--- src/rtl/egress_arbiter.sv ---
// egress_arbiter: round-robin merge of FIFO4..7 into one lane-tagged valid/ready stream with per-lane delivered-word counters
module egress_arbiter #(
  parameter int DATA_W = 10,
  parameter int CNT_W  = 5,
  parameter int BUF_D  = 2
) (
  input  logic              clk,
  input  logic              reset,
  input  logic              enable,
  input  logic [3:0]        empty_in,
  input  logic [DATA_W-1:0] FIFO_data_in4,
  input  logic [DATA_W-1:0] FIFO_data_in5,
  input  logic [DATA_W-1:0] FIFO_data_in6,
  input  logic [DATA_W-1:0] FIFO_data_in7,
  output logic [3:0]        pop,
  output logic [DATA_W-1:0] data_out,
  output logic [1:0]        lane_out,
  output logic              valid_out,
  input  logic              ready_in,
  input  logic [1:0]        idx,
  input  logic              req,
  output logic              valid_contador,
  output logic [CNT_W-1:0]  contador_out,
  output logic              idle_out
);
  typedef enum logic [1:0] {IDLE, RUN, DRAIN} state_t;
  localparam logic [1:0] DEPTH = BUF_D[1:0];
  state_t state, state_n;
  logic [DATA_W-1:0] d0, d1, nd0, nd1, cap;
  logic [1:0] l0, l1, nl0, nl1, rr, gnt, c1, c2, c3, inf_lane, occ, post, nocc;
  logic [3:0] ne;
  logic inf, hand, go;
  logic [CNT_W-1:0] count [4];
  assign ne = ~empty_in;
  assign c1 = rr + 2'd1;
  assign c2 = rr + 2'd2;
  assign c3 = rr + 2'd3;
  assign gnt = ne[c1] ? c1 : ne[c2] ? c2 : ne[c3] ? c3 : rr;
  assign valid_out = occ != 2'd0;
  assign data_out = d0;
  assign lane_out = l0;
  assign hand = valid_out & ready_in;
  assign idle_out = state == IDLE;
  assign cap = inf_lane == 2'd0 ? FIFO_data_in4 : inf_lane == 2'd1 ? FIFO_data_in5 :
               inf_lane == 2'd2 ? FIFO_data_in6 : FIFO_data_in7;
  // occupancy after this cycle's handoff and capture; the pop issued now lands in flight on top of it
  assign post = occ - {1'b0, hand};
  assign nocc = post + {1'b0, inf};
  assign go = state == RUN && |ne && nocc < DEPTH;
  assign pop = go ? 4'b0001 << gnt : 4'b0000;
  always_comb begin
    nd0 = hand ? d1 : d0;
    nl0 = hand ? l1 : l0;
    nd1 = d1;
    nl1 = l1;
    if (inf && post == 2'd0) begin
      nd0 = cap;
      nl0 = inf_lane;
    end
    if (inf && post != 2'd0) begin
      nd1 = cap;
      nl1 = inf_lane;
    end
  end
  always_comb begin
    state_n = state == IDLE ? (enable ? RUN : IDLE) :
              enable ? RUN :
              state == RUN ? DRAIN :
              nocc == 2'd0 ? IDLE : DRAIN;
  end
  always_ff @(posedge clk) begin
    if (reset) begin
      state <= IDLE;
      d0 <= '0;
      d1 <= '0;
      l0 <= '0;
      l1 <= '0;
      occ <= '0;
      inf <= 1'b0;
      inf_lane <= '0;
      rr <= 2'd3;
      valid_contador <= 1'b0;
      contador_out <= '0;
      for (int i = 0; i < 4; i++) count[i] <= '0;
    end else begin
      state <= state_n;
      d0 <= nd0;
      d1 <= nd1;
      l0 <= nl0;
      l1 <= nl1;
      occ <= nocc;
      inf <= go;
      if (go) begin
        inf_lane <= gnt;
        rr <= gnt;
      end
      if (hand && count[l0] != '1) count[l0] <= count[l0] + 1'b1;
      valid_contador <= req;
      if (req) contador_out <= count[idx];
    end
  end
endmodule
--- config.mk ---
export PLATFORM = sky130hd
export DESIGN_NAME = egress_arbiter
export DESIGN_NICKNAME = d
export VERILOG_FILES = /design/src/rtl/egress_arbiter.sv
export SDC_FILE = /design/constraint.sdc
export NUM_CORES = 1
export LEC_CHECK = 0
export CAP_MARGIN = 20
export CORE_ASPECT_RATIO = 0.7
export CORE_MARGIN = 1.5
export CORE_UTILIZATION = 55
export CTS_BUF_LIST = sky130_fd_sc_hd__clkbuf_8
export CTS_CLUSTER_DIAMETER = 200
export DETAILED_ROUTE_END_ITERATION = 8
export DONT_BUFFER_PORTS = 1
export GPL_ROUTABILITY_DRIVEN = 0
export PLACE_DENSITY = 0.74
export SYNTH_ARGS = -nofsm -noshare
export SYNTH_HDL_FRONTEND = slang
export SYNTH_SLANG_ARGS = --single-unit
--- constraint.sdc ---
create_clock -name clk -period 8.2 [get_ports clk]
set_clock_uncertainty 0.2 [all_clocks]
set_input_delay 1.23 -clock clk [delete_from_list [all_inputs] [get_ports clk]]
set_output_delay 1.23 -clock clk [all_outputs]
set_load 0.005 [all_outputs]
==> flow_summary.ini <==
[status]
status = finished, final reports clean

[die]
die_area_mm2 = 0.00589
rows = 22
io-pin-count = 75
die_w_um = 91.1
chip_height_um = 64.7
floorplan.initialDensity_pct = 57.2
fp.coreArea_mm2 = 0.00523

[worst_setup_path]
timing.reg2reg.worst_path_depth = 7
worst-setup-path-type = primary input to primary output
crit_path_cell_trace = o21ai_2 > inv_1 > ha_1 > inv_1 > ha_1 > xnor3_1 > and3_4 > nand3_1 > nor2_1
ff2ff_setup_slack_ps = 4880
reg2reg_to = count[0][0]$_SDFFCE_PN0P_
path_max_fanout = 16
critical-path-slowest-cell = sky130_fd_sc_hd__o21ai_2
worstSetupStartpointType = primary input
timing.critical_path.to_type = primary output
critical_path_required_ps = 6770
arrival_ps = 3110
worst_path_largest_cell_delay_ps = 370

[synthesis]
syn_area_mm2 = 0.00299
synth_top_flop_cell = sky130_fd_sc_hd__dfxtp_1
synthArstFlopShare_pct = 0
yosys_warnings = 0
number_of_synthesized_flops_with_an_enable_pin = 20
postSynthAreaPerCell_um2 = 11.7
netlist-cell-type-count = 39
synth_fp_nets = 311
synth_top_cell_area_share_pct = 27.5
postSynthRegisterBits = 61
synth.yosys.seq_area_share_pct = 47.6
synth.area.top_cells = sky130_fd_sc_hd__dfxtp_1 27%, sky130_fd_sc_hd__edfxtp_1 20%, sky130_fd_sc_hd__mux4_2 13%
netlist_instances = 256
yosysTopAreaCell = sky130_fd_sc_hd__dfxtp_1

[global_routing]
antenna_found_initial = 0
grt_overflow_total = 0
grt_start_max_net_pins = 40
global_route_wire_length_before_repair_um = 9160
first_global_vias = 1869
globalRouteTotalUtil_pct = 20.7

[route]
detailedRoute.firstPassIterationCount = 4
vias_per_cell = 5.83
wirelength_um = 5720
wire_per_inst_um = 17.2
detail_route.drc_violations = 0
ant_nets = 0
drtIter0Drc = 140
num_vias = 1937

[sta]
accumulated_negative_setup_slack_ps = 0
tightest_slew_ps = 1050
timing.slew.headroom_pct = 30.1
min_period_over_period_pct = 55.4
hold_violation_count_in_the_final_report = 0
layout_min_cycle_time_ps = 4540
rsz0062_at_grt = no
setup_viol = 0
fmax_mhz = 220
drv_slew = 0
finalHoldWorstSlack_ps = 296

[place]
detailedPlacementHpwl_um = 4210
placement.io_buffers = 0

[worst_hold_path]
timing.hold.worst_endpoint = l1[1]$_SDFFE_PP0P_
min-delay-start = l1[1]$_SDFFE_PP0P_
hold_path_depth = 2
hp-class = flip-flop to flip-flop

[clock_network]
cts_buffers = 9
clock_tree.htree_level_count = 3
root_buffer = sky130_fd_sc_hd__clkbuf_8
cts_num_sinks = 61
postCtsHoldBufs = 0
clkSlewWorstSetupHoldPaths_ps = 60
tritoncts = done
clk_latency_ps = 340
cts_max_path_buffers = 2
cts-resized-gates = 0
cts_setup_buffers = 0

[cells_and_area]
final_core_util_pct = 61.1
drive_gt1_share_pct = 16.2
num-fill-cells = 437
insertedDiodeCount = 0
area_growth_syn_to_layout_pct = 6.99
final_nets = 310

[power]
power.leakage_uw = 0.00127
vdd.ir_drop.worst_mv = 0.118
power.density_mw_per_mm2 = 267

[job]
number_of_violations_of_the_max_capacitance_limit = 0
## power breakdown
group          internal, uW  switching [uW]
registers               353            42.5
logic                   108             103
clock network           136             111
total                   596             257
## critical path: cells and delay by family
kind | cells | cell delay [ps]
AND/OR/NAND/NOR | 3 | 550
adder cells (fa/ha/maj) | 2 | 530
AO/OA/AOI/OAI | 1 | 370
XOR/XNOR | 1 | 280
buffers and inverters | 2 | 160
## registers in the layout, summed over array words and instances, names as in the netlist, 5 cells and up, named ones only
register      count
data_out         10
count            20
d1               10
contador_out      5
## placed cells by master (no fill, tap or decap), drive strengths merged, types with 3 or more instances in the layout
master,count
a211oi,12
and3,3
clkbuf,9
clkinv,5
dfxtp,41
edfxtp,20
ha,4
inv,7
mux2i,29
mux4,20
nand2,9
nand3,7
nor2,56
nor2b,7
nor3,3
o21ai,4
or2,3
## cells by family (layout without fill, tap and decap cells)
| family | after synthesis | after routing | share of synthesized area (%) |
|---|---|---|---|
| AND/OR/NAND/NOR | 96 | 96 | 15.1 |
| flip-flops | 61 | 61 | 47.6 |
| multiplexers | 49 | 49 | 25.2 |
| AO/OA/AOI/OAI | 23 | 23 | 5.53 |
| buffers and inverters | 19 | 23 | 3.10 |
| adder cells (fa/ha/maj) | 4 | 4 | 1.67 |
| XOR/XNOR | 4 | 4 | 1.88 |
## cells in the mapped netlist (4+ instances only)
| master | n |
|---|---|
| sky130_fd_sc_hd__nor2b_1 | 7 |
| sky130_fd_sc_hd__nand2_1 | 9 |
| sky130_fd_sc_hd__dfxtp_1 | 41 |
| sky130_fd_sc_hd__mux4_2 | 17 |
| sky130_fd_sc_hd__edfxtp_1 | 20 |
| sky130_fd_sc_hd__nand3_1 | 6 |
| sky130_fd_sc_hd__mux2i_1 | 29 |
| sky130_fd_sc_hd__clkbuf_1 | 7 |
| sky130_fd_sc_hd__ha_1 | 4 |
| sky130_fd_sc_hd__nor2_1 | 56 |
| sky130_fd_sc_hd__a211oi_1 | 12 |
| sky130_fd_sc_hd__inv_1 | 6 |
## per-layer routing
metal | part of all wire [%] | vias to the layer above | track usage (%)
li1 | - | 932 | -
met1 | 46 | 922 | 27.7
met2 | 44 | 79 | 29.5
met3 | 9.0 | 4 | 10.4
met4 | 0.65 | 0 | 6.25
met5 | 0 | - | 0
## worst max-delay path by stage
stage / to / cells past startpoint / startpoint / slack, ps
detailed placement: pop[2] / 9 / ready_in / 3650
finish: pop[2] / 9 / ready_in / 3660
CTS: pop[2] / 9 / ready_in / 3650
global route: pop[2] / 9 / ready_in / 3550
global placement: pop[2] / 9 / ready_in / 3730
floorplan: pop[2] / 10 / ready_in / 3910
## cell type report
class                           instances  area [um2]  share of cell area, %
Clock buffer                            9         124                   3.87
Multi-Input combinational cell        176        1480                   46.1
Clock inverter                          7        57.6                   1.80
Tap cell                               72        90.1                   2.82
Inverter                                6        22.5                  0.704
Sequential cell                        61        1420                   44.4
Timing Repair Buffer                    1        7.51                  0.235
## per-stage QoR
step | cell area, um2 | total power, uW | cells | setup slack, ps
6_report | 3200 | 853 | 332 | 3660
5_1_grt | 3200 | 900 | 332 | 3550
4_1_cts | 3200 | 860 | 332 | 3650
3_5_place_dp | 3020 | 613 | 316 | 3650
3_3_place_gp | 3020 | 607 | 316 | 3730
2_1_floorplan | 2990 | 577 | 256 | 3910
Power figures use the tool's default switching activity.
